--- config.mk ---
export PLATFORM = sky130hd
export DESIGN_NAME = tpg_timing_ctrl
export DESIGN_NICKNAME = d
export VERILOG_FILES = /design/src/rtl/tpg_pkg.sv /design/src/rtl/tpg_timing_check.sv /design/src/rtl/tpg_timing_ctrl.sv
export SDC_FILE = /design/constraint.sdc
export NUM_CORES = 1
export LEC_CHECK = 0
export CAP_MARGIN = 30
export CORE_MARGIN = 5
export CORE_UTILIZATION = 52
export CTS_BUF_LIST = sky130_fd_sc_hd__clkbuf_2
export CTS_CLUSTER_SIZE = 25
export DETAILED_ROUTE_END_ITERATION = 10
export PLACE_DENSITY_LB_ADDON = 0.08
export SYNTH_ARGS = -nofsm -noshare
export SYNTH_HDL_FRONTEND = slang
export SYNTH_SLANG_ARGS = --single-unit
--- constraint.sdc ---
create_clock -name clk -period 8.55 [get_ports clk]
set_input_delay 1.2825 -clock clk [delete_from_list [all_inputs] [get_ports clk]]
set_output_delay 1.2825 -clock clk [all_outputs]
set_load 0.05 [all_outputs]
--- src/rtl/tpg_pkg.sv ---
// tpg_pkg: shared shadow-register addresses and run-state encoding for the TPG timing controller
package tpg_pkg;
    localparam int NUM_TIMING_REGS = 10;
    localparam logic [3:0] ADDR_HS_START   = 4'd0;
    localparam logic [3:0] ADDR_HS_END     = 4'd1;
    localparam logic [3:0] ADDR_HACT_START = 4'd2;
    localparam logic [3:0] ADDR_HACT_END   = 4'd3;
    localparam logic [3:0] ADDR_H_END      = 4'd4;
    localparam logic [3:0] ADDR_VS_START   = 4'd5;
    localparam logic [3:0] ADDR_VS_END     = 4'd6;
    localparam logic [3:0] ADDR_VACT_START = 4'd7;
    localparam logic [3:0] ADDR_VACT_END   = 4'd8;
    localparam logic [3:0] ADDR_V_END      = 4'd9;
    typedef enum logic [1:0] {IDLE, RUN, DRAIN} tpgState;
endpackage

--- src/rtl/tpg_timing_check.sv ---
// tpg_timing_check: combinational validator, ok=1 when every sync/active window is ordered and fits the line/frame
// Ports: ten timing values in (H_BITS horizontal, V_BITS vertical), ok out.
module tpg_timing_check #(
    parameter int H_BITS = 12,
    parameter int V_BITS = 12
) (
    input  logic [H_BITS-1:0] hsStart,
    input  logic [H_BITS-1:0] hsEnd,
    input  logic [H_BITS-1:0] hactStart,
    input  logic [H_BITS-1:0] hactEnd,
    input  logic [H_BITS-1:0] hEnd,
    input  logic [V_BITS-1:0] vsStart,
    input  logic [V_BITS-1:0] vsEnd,
    input  logic [V_BITS-1:0] vactStart,
    input  logic [V_BITS-1:0] vactEnd,
    input  logic [V_BITS-1:0] vEnd,
    output logic              ok
);
    assign ok = hsStart < hsEnd && hsEnd <= hEnd && hactStart < hactEnd && hactEnd <= hEnd &&
                vsStart < vsEnd && vsEnd <= vEnd && vactStart < vactEnd && vactEnd <= vEnd;
endmodule

--- src/rtl/tpg_timing_ctrl.sv ---
// tpg_timing_ctrl: shadow/active timing banks with frame-synchronous validated commit, generator run control and frame count
// Ports: cfg_* shadow write/commit, start/stop run pulses, vs_q generator vsync; t* active timing bank,
// tpg_rst_n generator reset, busy/commit_pending/act_valid status, cfg_err/drain_tmo sticky flags, frame_cnt.
module tpg_timing_ctrl
    import tpg_pkg::*;
#(
    parameter  int H_BITS    = 12,
    parameter  int V_BITS    = 12,
    parameter  int FC_BITS   = 16,
    parameter  int DRAIN_MAX = 2**22,
    localparam int W         = (H_BITS > V_BITS) ? H_BITS : V_BITS
) (
    input  logic               clk,
    input  logic               rst,
    input  logic               cfg_wr,
    input  logic [3:0]         cfg_addr,
    input  logic [W-1:0]       cfg_wdata,
    input  logic               cfg_commit,
    input  logic               start,
    input  logic               stop,
    input  logic               vs_q,
    output logic [H_BITS-1:0]  tHS_START,
    output logic [H_BITS-1:0]  tHS_END,
    output logic [H_BITS-1:0]  tHACT_START,
    output logic [H_BITS-1:0]  tHACT_END,
    output logic [H_BITS-1:0]  tH_END,
    output logic [V_BITS-1:0]  tVS_START,
    output logic [V_BITS-1:0]  tVS_END,
    output logic [V_BITS-1:0]  tVACT_START,
    output logic [V_BITS-1:0]  tVACT_END,
    output logic [V_BITS-1:0]  tV_END,
    output logic               tpg_rst_n,
    output logic               busy,
    output logic               commit_pending,
    output logic               act_valid,
    output logic               cfg_err,
    output logic               drain_tmo,
    output logic [FC_BITS-1:0] frame_cnt
);
    localparam int DC_BITS = $clog2(DRAIN_MAX);
    tpgState state, stateNext;
    logic [W-1:0] shadow [NUM_TIMING_REGS];
    logic [W-1:0] active [NUM_TIMING_REGS];
    logic [DC_BITS-1:0] drainCnt;
    logic vsD, vsRise, wrBad, apply, ok, startReq, startOk, startBad, tmo;
    assign vsRise   = vs_q & ~vsD;
    assign wrBad    = cfg_wr && cfg_addr >= 4'(NUM_TIMING_REGS);
    // in IDLE any cycle is a safe commit point; while running only the frame boundary is
    assign apply    = commit_pending && (state == IDLE || vsRise);
    assign startReq = state == IDLE && start && !stop;
    assign startOk  = startReq && act_valid;
    assign startBad = startReq && !act_valid;
    // a clean vsync end of drain takes precedence over a coincident timeout
    assign tmo      = state == DRAIN && !vsRise && drainCnt == DC_BITS'(DRAIN_MAX - 1);
    tpg_timing_check #(.H_BITS(H_BITS), .V_BITS(V_BITS)) check (
        .hsStart  (shadow[ADDR_HS_START][H_BITS-1:0]),
        .hsEnd    (shadow[ADDR_HS_END][H_BITS-1:0]),
        .hactStart(shadow[ADDR_HACT_START][H_BITS-1:0]),
        .hactEnd  (shadow[ADDR_HACT_END][H_BITS-1:0]),
        .hEnd     (shadow[ADDR_H_END][H_BITS-1:0]),
        .vsStart  (shadow[ADDR_VS_START][V_BITS-1:0]),
        .vsEnd    (shadow[ADDR_VS_END][V_BITS-1:0]),
        .vactStart(shadow[ADDR_VACT_START][V_BITS-1:0]),
        .vactEnd  (shadow[ADDR_VACT_END][V_BITS-1:0]),
        .vEnd     (shadow[ADDR_V_END][V_BITS-1:0]),
        .ok       (ok)
    );
    always_ff @(posedge clk or posedge rst)
        if (rst) state <= IDLE;
        else state <= stateNext;
    always_comb
        stateNext = startOk                                   ? RUN   :
                    (state == RUN && stop)                    ? DRAIN :
                    (state == DRAIN && (vsRise || tmo))       ? IDLE  : state;
    always_comb
        busy = state != IDLE;
    always_ff @(posedge clk or posedge rst) begin
        if (rst) begin
            shadow         <= '{default: '0};
            active         <= '{default: '0};
            act_valid      <= 1'b0;
            commit_pending <= 1'b0;
            cfg_err        <= 1'b0;
            drain_tmo      <= 1'b0;
            frame_cnt      <= '0;
            drainCnt       <= '0;
            tpg_rst_n      <= 1'b0;
            vsD            <= 1'b0;
        end else begin
            vsD <= vs_q;
            if (cfg_wr && !wrBad) shadow[cfg_addr] <= cfg_wdata;
            if (apply && ok) begin
                active    <= shadow;
                act_valid <= 1'b1;
            end
            // a commit arriving on the apply edge stays queued for the next commit point
            commit_pending <= cfg_commit || (commit_pending && !apply);
            cfg_err        <= (wrBad || (apply && !ok) || startBad) ? 1'b1 : startOk ? 1'b0 : cfg_err;
            drain_tmo      <= tmo ? 1'b1 : startOk ? 1'b0 : drain_tmo;
            frame_cnt      <= startOk ? '0 : (state != IDLE && vsRise) ? frame_cnt + 1'b1 : frame_cnt;
            drainCnt       <= state == DRAIN ? drainCnt + 1'b1 : '0;
            // registered so the generator leaves reset one cycle after RUN is entered
            tpg_rst_n      <= state != IDLE;
        end
    end
    assign tHS_START   = active[ADDR_HS_START][H_BITS-1:0];
    assign tHS_END     = active[ADDR_HS_END][H_BITS-1:0];
    assign tHACT_START = active[ADDR_HACT_START][H_BITS-1:0];
    assign tHACT_END   = active[ADDR_HACT_END][H_BITS-1:0];
    assign tH_END      = active[ADDR_H_END][H_BITS-1:0];
    assign tVS_START   = active[ADDR_VS_START][V_BITS-1:0];
    assign tVS_END     = active[ADDR_VS_END][V_BITS-1:0];
    assign tVACT_START = active[ADDR_VACT_START][V_BITS-1:0];
    assign tVACT_END   = active[ADDR_VACT_END][V_BITS-1:0];
    assign tV_END      = active[ADDR_V_END][V_BITS-1:0];
endmodule

==> results.toml, run 1 <==
[run_status]
status = "complete, no violations"

[synthesis]
netlist.area_leader.share_pct = 52.6
synth_flop_cell = "dfrtp_1"
ys_types = 50
netlist_area_um2 = 13600
synth_area_leaders = "dfrtp_1 53%, mux2_2 11%, mux2_4 9.8%"
ys_seq_area_share_pct = 52.6
syn_avg_cell_area_um2 = 12.8
yosysWarnings = 0
synth_edf_count = 0
post-synth-top-count-cell = "dfrtp_1"
yosysTopAreaCell = "dfrtp_1"
syn_inst = 1059
synthesis.nets = 1176
yosys-top-cells-count = "286 x dfrtp_1, 128 x mux2_2, 94 x ha_1"
synthArstFlopShare_pct = 100
synth-seq-cells = 286

[clocking]
ctsResizeCount = 0
cts_setup_buffers = 0
cts_made_buffers = 76
path_clk_slew_ns = 0.10
htree_levels = 3
clock_sinks = 286
clk_path_buf_depth = 3
root_buffer = "clkbuf_2"
hold_buffers = 0
insertion_delay_ns = 0.82
cts_tree = "yes"

[route]
wl_per_cell_um = 19.1
dr.pass1.iters = 5
drc = 0
vias_per_cell = 5.31
routed-via-count = 8775
drtAntennaViolNets = 0
wl_um = 31600
drt_first_iter_violations = 532

[min_path]
min_delay_path_depth = 1
min_path_type = "reg2reg"

[timing]
slew_headroom_pct = 39.4
finalSetupTns_ns = 0
hold_ws_ns = 0.459
setup_ws_ns = 4.51
slew_viol_final = 0
fmax_ghz = 0.247
fin_skew_ns = 0.0660
period_share_pct = 47.3
grt_setup_unrepaired = "false"
worst_slew_pin_slew_ns = 0.910
finalSetupViolCount = 0
fin_crit_ns = 4.04
final_hold_viol_count = 0

[layout]
nets = 1384
area_growth_syn_to_layout_pct = 18.9
instances_no_fill = 1654
layout-drive-gt1-share_pct = 26.2
finish.instance_area_um2 = 16200
final_util_pct = 62.4

[floorplan]
fp.coreArea_um2 = 25900
die_w_um = 172
start_util_pct = 52.5
die_area_um2 = 29500
die_y_um = 172
ios = 165
rows = 59

[setup_path]
critPathMaxStageDelay_ns = 0.76
critPathBufInv = 2
cp_cell_sequence = "inv_1 -> ha_1 -> a21oi_1 -> o21ai_0 -> a22oi_1 -> nand4_1 -> nor3_1 -> nand4_4 -> buf_4 -> mux2_4"
critical_path.top_delay_family = "simple AND/OR/NAND/NOR gates"
critPathLaunchType = "flop"
r2r_setup_slack_ns = 4.51
rr_worst_depth = 10
crit_path_top_delay_cell = "nand4_4"
worst_ep_arrival_time_ns = 4.71
cp_max_fo = 48
cp.depth = 10
crit_type = "reg2reg"
setup.worst_path.end_class = "flop"
cp.required_ns = 9.21

[place]
dp_slack_ns = 4.32
dpl_cell_area_um2 = 15500
place_inst = 1524
io_buffers = 164
place.gp.congestion = 0.818
hpwl_um = 21800

[grt]
grt_pass1_wl_um = 50300
grt-ovfl-total = 0
antenna_found_initial = 2
grt_pass1_vias = 9037
grt_start_max_net_pins = 168
track_usage_pct = 21.9

[flow_run]
cap_violations = 0

[power_and_ir_drop]
powerDensity_nw_per_um2 = 337
total_power_mw = 5.44
peakVddDrop_mv = 0.217
p_leak_nw = 7.95
where the power goes:
group | switching (mW) | leakage (nW) | internal [mW]
Combinational | 1.46 | 3.78 | 1.02
Clock | 0.556 | 0.500 | 0.361
Sequential | 0.315 | 3.67 | 1.73
Total | 2.33 | 7.95 | 3.11
layout by cell type, fill, tap and decap left out, types with 3 or more instances in the layout:
cell               n
dfrtp_1          286
and2_1             7
a2111oi_0          3
clkinv_1          16
nor2b_1            6
and4_1             6
nor2_1            49
mux2_4            89
nand2_1           57
a21o_1            12
buf_4              8
clkbuf_2         105
xor2_1            20
o22a_1             3
nand4_1           23
o21ai_0           34
nand3_1           19
mux2_2           128
or3_1              7
o211ai_1           7
a211oi_1           5
nand2b_1           8
clkdlybuf4s50_1  164
xnor2_1           10
ha_1              94
nor3b_1            3
inv_1             74
clkinv_2           3
a21oi_1           31
and3_1             7
metal layers:
| metal | track usage, % | share of wire (%) | up-vias |
|---|---|---|---|
| met5 | 0 | 0 | - |
| met2 | 33.1 | 45 | 212 |
| met1 | 32.4 | 48 | 4337 |
| li1 | - | - | 4177 |
| met3 | 4.27 | 5.1 | 49 |
| met4 | 6.66 | 1.8 | 0 |
registers in the layout, indices dropped and copies added, names as in the netlist, 2 cells and up:
| name | flops |
|---|---|
| tVS_END | 12 |
| state | 2 |
| tHACT_START | 12 |
| tH_END | 12 |
| tHACT_END | 12 |
| tVS_START | 12 |
| tV_END | 12 |
| tVACT_START | 12 |
| shadow | 120 |
| tHS_END | 12 |
| tVACT_END | 12 |
| tHS_START | 12 |
| frame_cnt | 16 |
| drainCnt | 22 |
cell type report:
type	instances	area [um2]
antenna	2	5.00
clock buffer	105	526
clock inverter	23	121
fill	2084	9740
inverter	75	285
multi-input combinational	655	5940
sequential	286	7160
tap	335	419
timing repair buffer	173	1720
cell families (layout without fill, tap and decap cells):
family,count (synthesis),count (layout),synth area share [%]
XOR/XNOR,30,30,1.93
adder cells (fa/ha/maj),94,94,8.65
buffers and inverters,118,376,3.84
multiplexers,218,218,20.5
AND/OR/NAND/NOR,200,200,7.27
AO/OA/AOI/OAI,113,113,5.21
flip-flops,286,286,52.6
other,0,2,0
final timing paths:
check | startpoint | endpoint
setup / recovery | shadow[103] | tV_END[5]
hold / removal | drainCnt[0] | drainCnt[0]
setup reg to reg | shadow[103] | tV_END[5]
hold reg to reg | drainCnt[0] | drainCnt[0]
max in group asynchronous | rst | shadow[7]
min in group asynchronous | rst | tH_END[1]
worst register-to-register path: stages, from the launching register on:
cell and delay [ns]:
dfrtp_1 0.47, inv_1 0.08, ha_1 0.32, a21oi_1 0.17, o21ai_0 0.12, a22oi_1 0.21, nand4_1 0.19, nor3_1 0.46
nand4_4 0.76, buf_4 0.65, mux2_4 0.49
(Power assumes the default switching activity.)
==> inputs of run 2 (changes only) <==
--- a/config.mk
+++ b/config.mk
@@ -7,7 +7,7 @@
 export LEC_CHECK = 0
 export CAP_MARGIN = 30
 export CORE_MARGIN = 5
-export CORE_UTILIZATION = 52
+export CORE_UTILIZATION = 55
 export CTS_BUF_LIST = sky130_fd_sc_hd__clkbuf_2
 export CTS_CLUSTER_SIZE = 25
 export DETAILED_ROUTE_END_ITERATION = 10
==> constraint.sdc (replaced) <==
create_clock -name clk -period 3.8 [get_ports clk]
set_input_delay 0.57 -clock clk [delete_from_list [all_inputs] [get_ports clk]]
set_output_delay 0.57 -clock clk [all_outputs]
set_load 0.05 [all_outputs]
==> results.toml, run 2 (synthesized netlist as in run 1, its figures left out) <==
[run_status]
status = "complete, no violations"

[floorplan]
ios = 165
die_area_um2 = 28000
die_y_um = 167
rows = 57
die_w_um = 167
start_util_pct = 55.9
fp.coreArea_um2 = 24300

[place]
place.gp.congestion = 0.832
place_inst = 1517
dp_slack_ns = 0.655
hpwl_um = 22400
io_buffers = 164

[layout]
final_util_pct = 66.9
fillers = 1912
nets = 1388
top_register = "shadow"
top_regs = "shadow (120), drainCnt (22), frame_cnt (16)"
layout_commonest_cell = "dfrtp_1"
area_growth_syn_to_layout_pct = 19.6
largest_reg_flops = 120
layout-drive-gt1-share_pct = 26.5
final_cell_mix = "286 x dfrtp_1, 164 x clkdlybuf4s50_1, 128 x mux2_2, 106 x clkbuf_2, 94 x ha_1"
instances_no_fill = 1641

[clocking]
ctsResizeCount = 0
clock_sinks = 286
clk_path_buf_depth = 3
cts_tree = "yes"
cts_made_buffers = 75
htree_levels = 3
path_clk_slew_ns = 0.10
root_buffer = "clkbuf_2"
insertion_delay_ns = 0.84

[min_path]
min_path_type = "in2reg"
worstHoldEndpoint = "vsD"
worstHoldStart = "vs_q"
min_delay_path_depth = 1

[grt]
grt_pass1_wl_um = 51400
antenna_found_initial = 2
grt_pass1_vias = 9227
track_usage_pct = 22.9
grt-ovfl-total = 0
grt_start_max_net_pins = 144

[timing]
slew_headroom_pct = 41.4
fmax_ghz = 0.315
finalSetupViolCount = 0
grt_setup_unrepaired = "false"
period_share_pct = 83.7
fin_skew_ns = 0.0721
finalSetupTns_ns = 0
setup_ws_ns = 0.621
worst_slew_pin_slew_ns = 0.877
final_hold_viol_count = 0
fin_crit_ns = 3.18
slew_viol_final = 0

[power_and_ir_drop]
peakVddDrop_mv = 0.501
p_leak_nw = 8.01
total_power_mw = 12.4
powerDensity_nw_per_um2 = 762

[setup_path]
cp_max_fo = 34
rr_worst_depth = 11
cp_cell_sequence = "inv_1 -> ha_1 -> a21oi_1 -> a21oi_1 -> a2111oi_0 -> a21oi_1 -> nor3_1 -> nand4_4 -> buf_12 -> buf_12 -> mux2_4"
r2r_setup_slack_ns = 0.62
reg2reg_to = "tHACT_END[3]"
crit_top_cell = "a21oi_1"
cp.required_ns = 4.46
crit_path_top_delay_cell = "dfrtp_1"
worstReg2RegStart = "shadow[18]"
setup.worst_path.end_class = "flop"
worst_ep_arrival_time_ns = 3.84
critPathLaunchType = "flop"
critPathMaxStageDelay_ns = 0.42
crit_type = "reg2reg"

[route]
wl_per_cell_um = 19.4
drc = 0
routed-via-count = 8860
drt_first_iter_violations = 485
wl_um = 31800
dr.pass1.iters = 5
vias_per_cell = 5.40
drtAntennaViolNets = 0

[flow_run]
cap_violations = 0
==> run 2: cell types whose count changed in the layout (fill, tap and decap cells not counted) <==
cell | before | now
dlygate4sd3_1 | 0 | 1
clkinv_1 | 16 | 10
clkbuf_2 | 105 | 106
buf_12 | 1 | 5
bufinv_16 | 1 | 3
clkinv_4 | 1 | 0
clkinv_2 | 3 | 1
diode_2 | 2 | 1
==> run 2: cell type report <==
class / count / area, um2 / share of cell area (%)
inverter: 75 / 285 / 1.75
multi-input combinational: 655 / 5940 / 36.5
sequential: 286 / 7160 / 44.0
timing repair buffer: 178 / 1810 / 11.1
tap: 324 / 405 / 2.49
clock buffer: 106 / 531 / 3.26
clock inverter: 16 / 140 / 0.861
antenna: 1 / 2.50 / 0.0154
==> run 2: how the worst max path moves through the flow <==
stage	start	endpoint	slack, ns	depth (start not counted)
5_1_grt	shadow[18]	tHACT_END[9]	0.45	11
4_1_cts	shadow[18]	tHACT_END[9]	0.60	11
2_1_floorplan	rst	act_valid	-0.56	1
6_report	shadow[18]	tHACT_END[3]	0.62	11
3_3_place_gp	shadow[5]	tH_END[2]	0.73	10
3_5_place_dp	shadow[18]	tHACT_END[7]	0.66	11
==> run 2: metrics by stage <==
stage / area (um2) / hold WS [ns]
2_1_floorplan: 13600 / 0.424
3_3_place_gp: 15600 / 0.440
3_5_place_dp: 15600 / 0.451
4_1_cts: 16300 / 0.224
5_1_grt: 16300 / 0.227
6_report: 16300 / 0.310
==> run 2: report_power, final <==
part	switching, mW	internal (mW)
registers	0.711	3.90
logic	3.30	2.31
clock network	1.23	0.939
==> run 2: layer usage <==
layer / vias up / routed length (um) / global-route usage (%)
li1: 4180 / - / -
met1: 4408 / 15200 / 33.8
met2: 227 / 14600 / 35.0
met3: 45 / 1470 / 4.81
met4: 0 / 469 / 6.21
met5: - / 0 / 0
==> run 2: timing repair <==
item                                   4_1_cts  5_1_grt
endpoints found under the hold margin        7        0
buffers inserted                             0        0
hold buffers                                 1        0
==> run 2: critical path, delay by kind of cell (launching register included) <==
| family | cells | cell delay, ns |
|---|---|---|
| simple gates | 2 | 0.67 |
| buf+inv | 3 | 0.51 |
| compound gates | 4 | 0.77 |
| flops | 1 | 0.42 |
| mux | 1 | 0.32 |
| fa+ha+maj | 1 | 0.33 |
